--- src/rtl/op_cmd_seq.sv ---
// op_cmd_seq: queued 3-cycle AND/OR memory command sequencer (read A, read B, write C)
module op_cmd_seq #(
  parameter int FIFO_DEPTH = 4
) (
  input  logic        clk,
  input  logic        rst,
  input  logic        cmd_valid,
  output logic        cmd_ready,
  input  logic        cmd_mode,
  input  logic [2:0]  cmd_a_addr,
  input  logic [2:0]  cmd_b_addr,
  input  logic [2:0]  cmd_c_addr,
  output logic [2:0]  mem_addr,
  output logic        mem_wmode,
  output logic [31:0] mem_wdata,
  input  logic [31:0] mem_rdata,
  output logic [31:0] result,
  output logic        done,
  output logic        busy
);
  localparam int AW = $clog2(FIFO_DEPTH);
  localparam int CW = AW + 1;
  typedef enum logic [1:0] {IDLE, RD_A, RD_B, WR_C} state_t;
  state_t state, state_nxt;
  logic [9:0] fifo [FIFO_DEPTH];
  logic [AW-1:0] wr_ptr, rd_ptr;
  logic [CW-1:0] count;
  logic [9:0] cmd_q;
  logic [31:0] op_a, op_b;
  logic push, pop;
  assign cmd_ready = count < CW'(FIFO_DEPTH);
  assign push = cmd_valid && cmd_ready;
  assign busy = state != IDLE;
  // next state, fifo pop and memory port; a write is suppressed while reset is held
  always_comb begin
    state_nxt = state;
    pop = 1'b0;
    mem_addr = '0;
    mem_wmode = 1'b0;
    mem_wdata = '0;
    case (state)
      IDLE: begin
        pop = count != '0;
        state_nxt = pop ? RD_A : IDLE;
      end
      RD_A: begin
        mem_addr = cmd_q[8:6];
        state_nxt = RD_B;
      end
      RD_B: begin
        mem_addr = cmd_q[5:3];
        state_nxt = WR_C;
      end
      WR_C: begin
        mem_addr = cmd_q[2:0];
        mem_wmode = rst;
        mem_wdata = cmd_q[9] ? (op_a | op_b) : (op_a & op_b);
        pop = count != '0;
        state_nxt = pop ? RD_A : IDLE;
      end
      default: state_nxt = IDLE;
    endcase
  end
  // command storage; entries need no reset since count guards them
  always_ff @(posedge clk)
    if (rst && push) fifo[wr_ptr] <= {cmd_mode, cmd_a_addr, cmd_b_addr, cmd_c_addr};
  // fsm state, fifo pointers, operand capture and completion reporting
  always_ff @(posedge clk) begin
    if (!rst) begin
      state <= IDLE;
      wr_ptr <= '0;
      rd_ptr <= '0;
      count <= '0;
      cmd_q <= '0;
      op_a <= '0;
      op_b <= '0;
      result <= '0;
      done <= 1'b0;
    end else begin
      state <= state_nxt;
      count <= count + CW'(push) - CW'(pop);
      done <= state == WR_C;
      if (push) wr_ptr <= wr_ptr + 1'b1;
      if (pop) begin
        rd_ptr <= rd_ptr + 1'b1;
        cmd_q <= fifo[rd_ptr];
      end
      if (state == RD_A) op_a <= mem_rdata;
      if (state == RD_B) op_b <= mem_rdata;
      if (state == WR_C) result <= mem_wdata;
    end
  end
endmodule

--- config.mk ---
export PLATFORM = sky130hd
export DESIGN_NAME = op_cmd_seq
export DESIGN_NICKNAME = d
export VERILOG_FILES = /design/src/rtl/op_cmd_seq.sv
export SDC_FILE = /design/constraint.sdc
export NUM_CORES = 1
export LEC_CHECK = 0
export CORE_ASPECT_RATIO = 1.1
export CORE_MARGIN = 5
export CORE_UTILIZATION = 56
export DETAILED_ROUTE_END_ITERATION = 8
export DONT_BUFFER_PORTS = 1
export PLACE_DENSITY = 0.74
export SYNTH_ARGS = -nofsm -noshare
export SYNTH_HDL_FRONTEND = slang
export SYNTH_SLANG_ARGS = --single-unit
export TNS_END_PERCENT = 20
--- constraint.sdc ---
create_clock -name clk -period 2.19 [get_ports clk]
set_clock_uncertainty 0.05 [all_clocks]
set_input_delay 0.438 -clock clk [delete_from_list [all_inputs] [get_ports clk]]
set_output_delay 0.438 -clock clk [all_outputs]
set_load 0.005 [all_outputs]
==> results_dict.tcl <==
set metrics [dict create \
    cts_htree_levels 4 \
    timing.fmax_mhz 483 \
    rsz0062_at_grt "no" \
    wirelength_um 11900 \
    diodes 0 \
    worst_hold_slack_ps 79.0 \
    fill_cells 834 \
    cts.sinks 156 \
    die_h_um 122 \
    ys_warn_count 0 \
    fp.dieArea_um2 13600 \
    postCtsHoldBufs 0 \
    worst-setup-path-type "flop to flop" \
    grt_max_degree 102 \
    maxSlewViolCount 0 \
    seq_area_frac_synth_pct 55.4 \
    path_clk_slew_ps 60 \
    max-slew-margin-rel_pct 56.3 \
    worst_slew_pin_slew_ps 654 \
    maxCapViolCount 0 \
    ys_top_cells_by_count "116 x dfxtp_1, 103 x nor2_1, 97 x mux2i_1" \
    async_flop_share_pct 0 \
    synthCells 537 \
    fin_tns_setup_ps 0 \
    avgViaCountPerCell 5.45 \
    startpoint_type "flop" \
    power.leakage_nw 2.53 \
    drt_pre_antenna_iters 4 \
    synth_cell_types 30 \
    finalWorstSetupSlack_ps 121 \
    syn_area_um2 6360 \
    path_max_fanout 7 \
    port-buffer-count 0 \
    min_period_ps 2070 \
    syn2layout_area_growth_pct 11.8 \
    root_buffer "clkbuf_16" \
    finalSetupViolCount 0 \
    gr-total-overflow 0 \
    drive_gt1_share_pct 10.3 \
    period_share_pct 94.5 \
    ir_worst_vdd_v 0.000655 \
    pre_cts_slack_ps 81.0 \
    reg2regPathDepth 9 \
    fp.dieW_um 112 \
    coreArea_um2 11000 \
    cts_buffers 17 \
    ant_nets 0 \
    drtIter0Drc 148 \
    grt_pass1_vias 3836 \
    cts.path.max_buffers 2 \
    synth_top_area_share_pct 36.5 \
    synthFlopType "dfxtp_1" \
    ys_top_cells_by_area "dfxtp_1 37%, edfxtp_1 19%, mux2i_1 15%" \
    cp-end-kind "flop" \
    grt_util_all_layers_pct 18.1 \
    hp-class "primary input to flop" \
    drc 0 \
    synth_seq_cells 156 \
    synth_edf_count 40 \
    crit_required_ps 2410 \
    synth_most_common_cell "dfxtp_1" \
    routabilityCongestion 0.748 \
    whs_path_depth 0 \
    outcome "finished, final reports clean" \
    synth_area_per_cell_um2 11.8 \
    wl_per_cell_um 17.3 \
    boundaryPins 116 \
    vias 3759 \
    initial_core_util_pct 57.8 \
    crit_arrival_ps 2290 \
    syn-num-nets 594 \
    dpl.hpwl_um 8230 \
    synth_largest_area_cell "dfxtp_1" \
    layout.nets 587 \
    rows 40 \
    antenna_found_initial 0 \
    clk_latency_ps 400 \
    grt_pass1_wl_um 19600 \
    tritoncts "done" \
    powerDensity_nw_per_um2 1190 \
    hold_viol_final 0 \
]
-- through the flow --
| stage | power [mW] | std cells | util (%) | area [um^2] |
|---|---|---|---|---|
| floorplan | 5.26 | 537 | - | 6380 |
| global route | 8.96 | 690 | 64.6 | 7110 |
| global placement | 5.58 | 658 | 59.0 | 6500 |
| CTS | 8.51 | 690 | 64.2 | 7070 |
| finish | 8.47 | 690 | 64.6 | 7110 |
| detailed placement | 5.68 | 658 | 59.0 | 6500 |
-- placed cells by master, fill, tap and decap left out, drive strengths merged --
| master | n |
|---|---|
| a21oi | 2 |
| a222oi | 3 |
| and2 | 37 |
| and3 | 4 |
| buf | 11 |
| bufinv | 2 |
| clkbuf | 22 |
| clkinv | 5 |
| clkinvlp | 2 |
| dfxtp | 116 |
| edfxtp | 40 |
| fa | 1 |
| ha | 11 |
| inv | 14 |
| maj3 | 32 |
| mux2i | 97 |
| mux4 | 10 |
| nand2 | 10 |
| nor2 | 103 |
| nor2b | 1 |
| nor3 | 2 |
| o211a | 1 |
| o21ai | 1 |
| o2bb2ai | 10 |
| o31ai | 1 |
| or3 | 1 |
| or4 | 1 |
| xnor2 | 3 |
-- cell type report --
| class | count | area [um^2] | area share (%) |
|---|---|---|---|
| Sequential cell | 156 | 3530 | 49.6 |
| Inverter | 13 | 51.3 | 0.721 |
| Timing Repair Buffer | 11 | 111 | 1.57 |
| Multi-Input combinational cell | 331 | 2660 | 37.4 |
| Tap cell | 147 | 184 | 2.59 |
| Clock buffer | 22 | 457 | 6.42 |
| Clock inverter | 10 | 118 | 1.65 |
-- worst paths after layout --
| path | slack (ps) | end | from |
|---|---|---|---|
| worst max-delay path | 120 | count[2] | state[1] |
| worst min-delay path | 80 | fifo[0][4] | cmd_b_addr[1] |
| worst max register to register | 120 | count[2] | state[1] |
| worst min register to register | 410 | cmd_q[7] | cmd_q[7] |
-- state kept, by name, indices dropped and copies added (netlist names) --
signal / cells
cmd_q: 10
count: 3
done: 1
fifo: 40
op_a: 32
op_b: 32
rd_ptr: 2
result: 32
state: 2
wr_ptr: 2
-- per-layer routing --
metal	wire length [um]	up-vias	global-route usage (%)	part of all wire (%)
li1	-	1834	-	-
met4	161	0	6.08	1.3
met5	0	-	0	0
met1	4710	1820	19.8	40
met3	850	14	6.76	7.1
met2	6200	91	32.3	52
-- cell families after synthesis --
| logic type | share of synthesized area [%] |
|---|---|
| compound gates | 2.36 |
| xor+xnor | 0.413 |
| fa+ha+maj | 7.51 |
| buf+inv | 3.66 |
| flops | 55.4 |
| mux | 19.4 |
| simple gates | 11.3 |
-- where the power goes --
group | internal [mW] | leakage [nW] | switching (mW) | total (mW)
Combinational | 0.927 | 0.948 | 1.01 | 1.93
Clock | 1.72 | 0.281 | 1.10 | 2.82
Sequential | 3.40 | 1.31 | 0.319 | 3.72
-- worst max-delay path, stage by stage, from the launching register on --
cell     delay (ps)
dfxtp_2         370
inv_2            80
ha_4            310
nor2_2           50
ha_1            280
inv_1            40
ha_1            180
fa_1            370
xnor2_1         160
nor2_1           50
-- timing repair --
action	CTS	global route
endpoints found under the hold margin	0	0
buffers inserted	0	0
setup endpoints to repair	0	18
resized for setup	0	11
No activity file was read; power rests on OpenSTA's default activity.
==> patch, RTL diff (same flow settings) <==
Re-encode `state_t` (4 states) as Gray code, 2 bits wide.
--- a/src/rtl/op_cmd_seq.sv
+++ b/src/rtl/op_cmd_seq.sv
@@ -21,5 +21,5 @@
   localparam int AW = $clog2(FIFO_DEPTH);
   localparam int CW = AW + 1;
-  typedef enum logic [1:0] {IDLE, RD_A, RD_B, WR_C} state_t;
+  typedef enum logic [1:0] {IDLE = 2'b00, RD_A = 2'b01, RD_B = 2'b11, WR_C = 2'b10} state_t;
   state_t state, state_nxt;
   logic [9:0] fifo [FIFO_DEPTH];
Behaviour: same outputs for any inputs over 10 cycles, from zero or initial values and one cycle with rst low; not proved beyond that.
==> patch against the unedited design <==
  * Setup slack got worse by 0.069 ns
  * Largest cell class unchanged
  * Sequential cell count unchanged
  * Final area is 2.6% lower
  * Power down 2.0%
  * Critical endpoint unchanged
  * Area after synthesis is 2.8% lower
  * Synthesized cell count increased by 19%
  * Fmax down 3.2%
  * Wire length is 8.6% higher
  * First-iteration DRC count up 21%
==> patch: results (changes against the unedited design) <==
[run_status]
outcome = finished, final reports clean  ; unchanged

[route]
wl_met1_microns = 5190  ; was 4710 microns
drt-initial-drc-count = 179  ; was 148
drt-total-wl_microns = 13000  ; was 11900 microns
wl_met3_microns = 840  ; was 850 microns

[grt]
grtUsageMet1_pct = 22.4  ; was 19.8%
grt_pass1_wl_microns = 20300  ; was 19600 microns
grt_use_total_pct = 20.0  ; was 18.1%
met3_usage_pct = 6.67  ; was 6.76%

[layout]
multi_input_area_share_pct = 33.3  ; was 37.4%
multi_input_cells = 397  ; was 331
inv_count = 41  ; was 13
fin_nets = 681  ; was 587
drive_above_1_share_pct = 9.35  ; was 10.3%
final-nonclk-buf-share_pct = 1.73  ; was 1.57%
nFillCells = 869  ; was 834
syn_to_final_growth_pct = 12.0  ; was 11.8%

[power_and_ir_drop]
p_switching_uw = 2320  ; was 2420 uW
vdd_ir_drop_max_mv = 0.556  ; was 0.655 mV
p_leak_uw = 0.00267  ; was 0.00253 uW

[place]
dp_hpwl_microns = 8630  ; was 8230 microns
place_area_sq_um = 6290  ; was 6500 sq um

[logic_synthesis]
synth_xor_area_share_pct = 0.425  ; was 0.413%
syn_area_sq_um = 6180  ; was 6360 sq um
ys_types = 33  ; was 30
synth.top_cells.by_count = nand2_1 (203), dfxtp_1 (116), a21oi_1 (98)  ; was dfxtp_1 (116), nor2_1 (103), mux2i_1 (97)
synth.area.top_cells = dfxtp_1 (38%), edfxtp_1 (19%), nand2_1 (12%)  ; was dfxtp_1 (37%), edfxtp_1 (19%), mux2i_1 (15%)
synth_compound_area_share_pct = 10.1  ; was 2.36%
synth.area.mux_share_pct = 4.96  ; was 19.4%
ys_seq_area_share_pct = 57.0  ; was 55.4%

[critical_path]
path_max_fanout = 6  ; was 7
reg2reg_slack_ns = 0.05  ; was 0.12 ns
arrival_ns = 2.39  ; was 2.29 ns

[timing]
relSlewSlack_pct = 54.5  ; was 56.3%

[worst_hold_path]
hp-start = cmd_c_addr[1]  ; was cmd_b_addr[1]

patch: cell count changes in the layout (fill, tap and decap cells not counted), moves of 8 or more:
cell	delta
buf_4	+8
inv_1	+30
and2_1	-32
a21oi_1	+96
nor2_1	-97
nand2_1	+193
mux2i_1	-96
patch: metrics by stage:
step | setup slack, ns | power, uW | TNS (ns) | hold WS, ns
floorplan | 0.0224 | 4830 | 0 | 0.385
detailed placement | 0.0599 | 5240 | 0 | 0.399
global route | -0.0554 | 8690 | -0.0554 | 0.0407
CTS | 0.000691 | 8360 | 0 | 0.0450
finish | 0.0525 | 8290 | 0 | 0.0653
global placement | 0.138 | 5120 | 0 | 0.392
patch: power by group through the flow:
stage               Sequential [uW]  Clock [uW]  Combinational [uW]
finish                         3580        3130                1580
global route                   3610        3310                1770
CTS                            3580        3180                1610
detailed placement             3640           0                1600
global placement               3610           0                1510
floorplan                      3520           0                1310
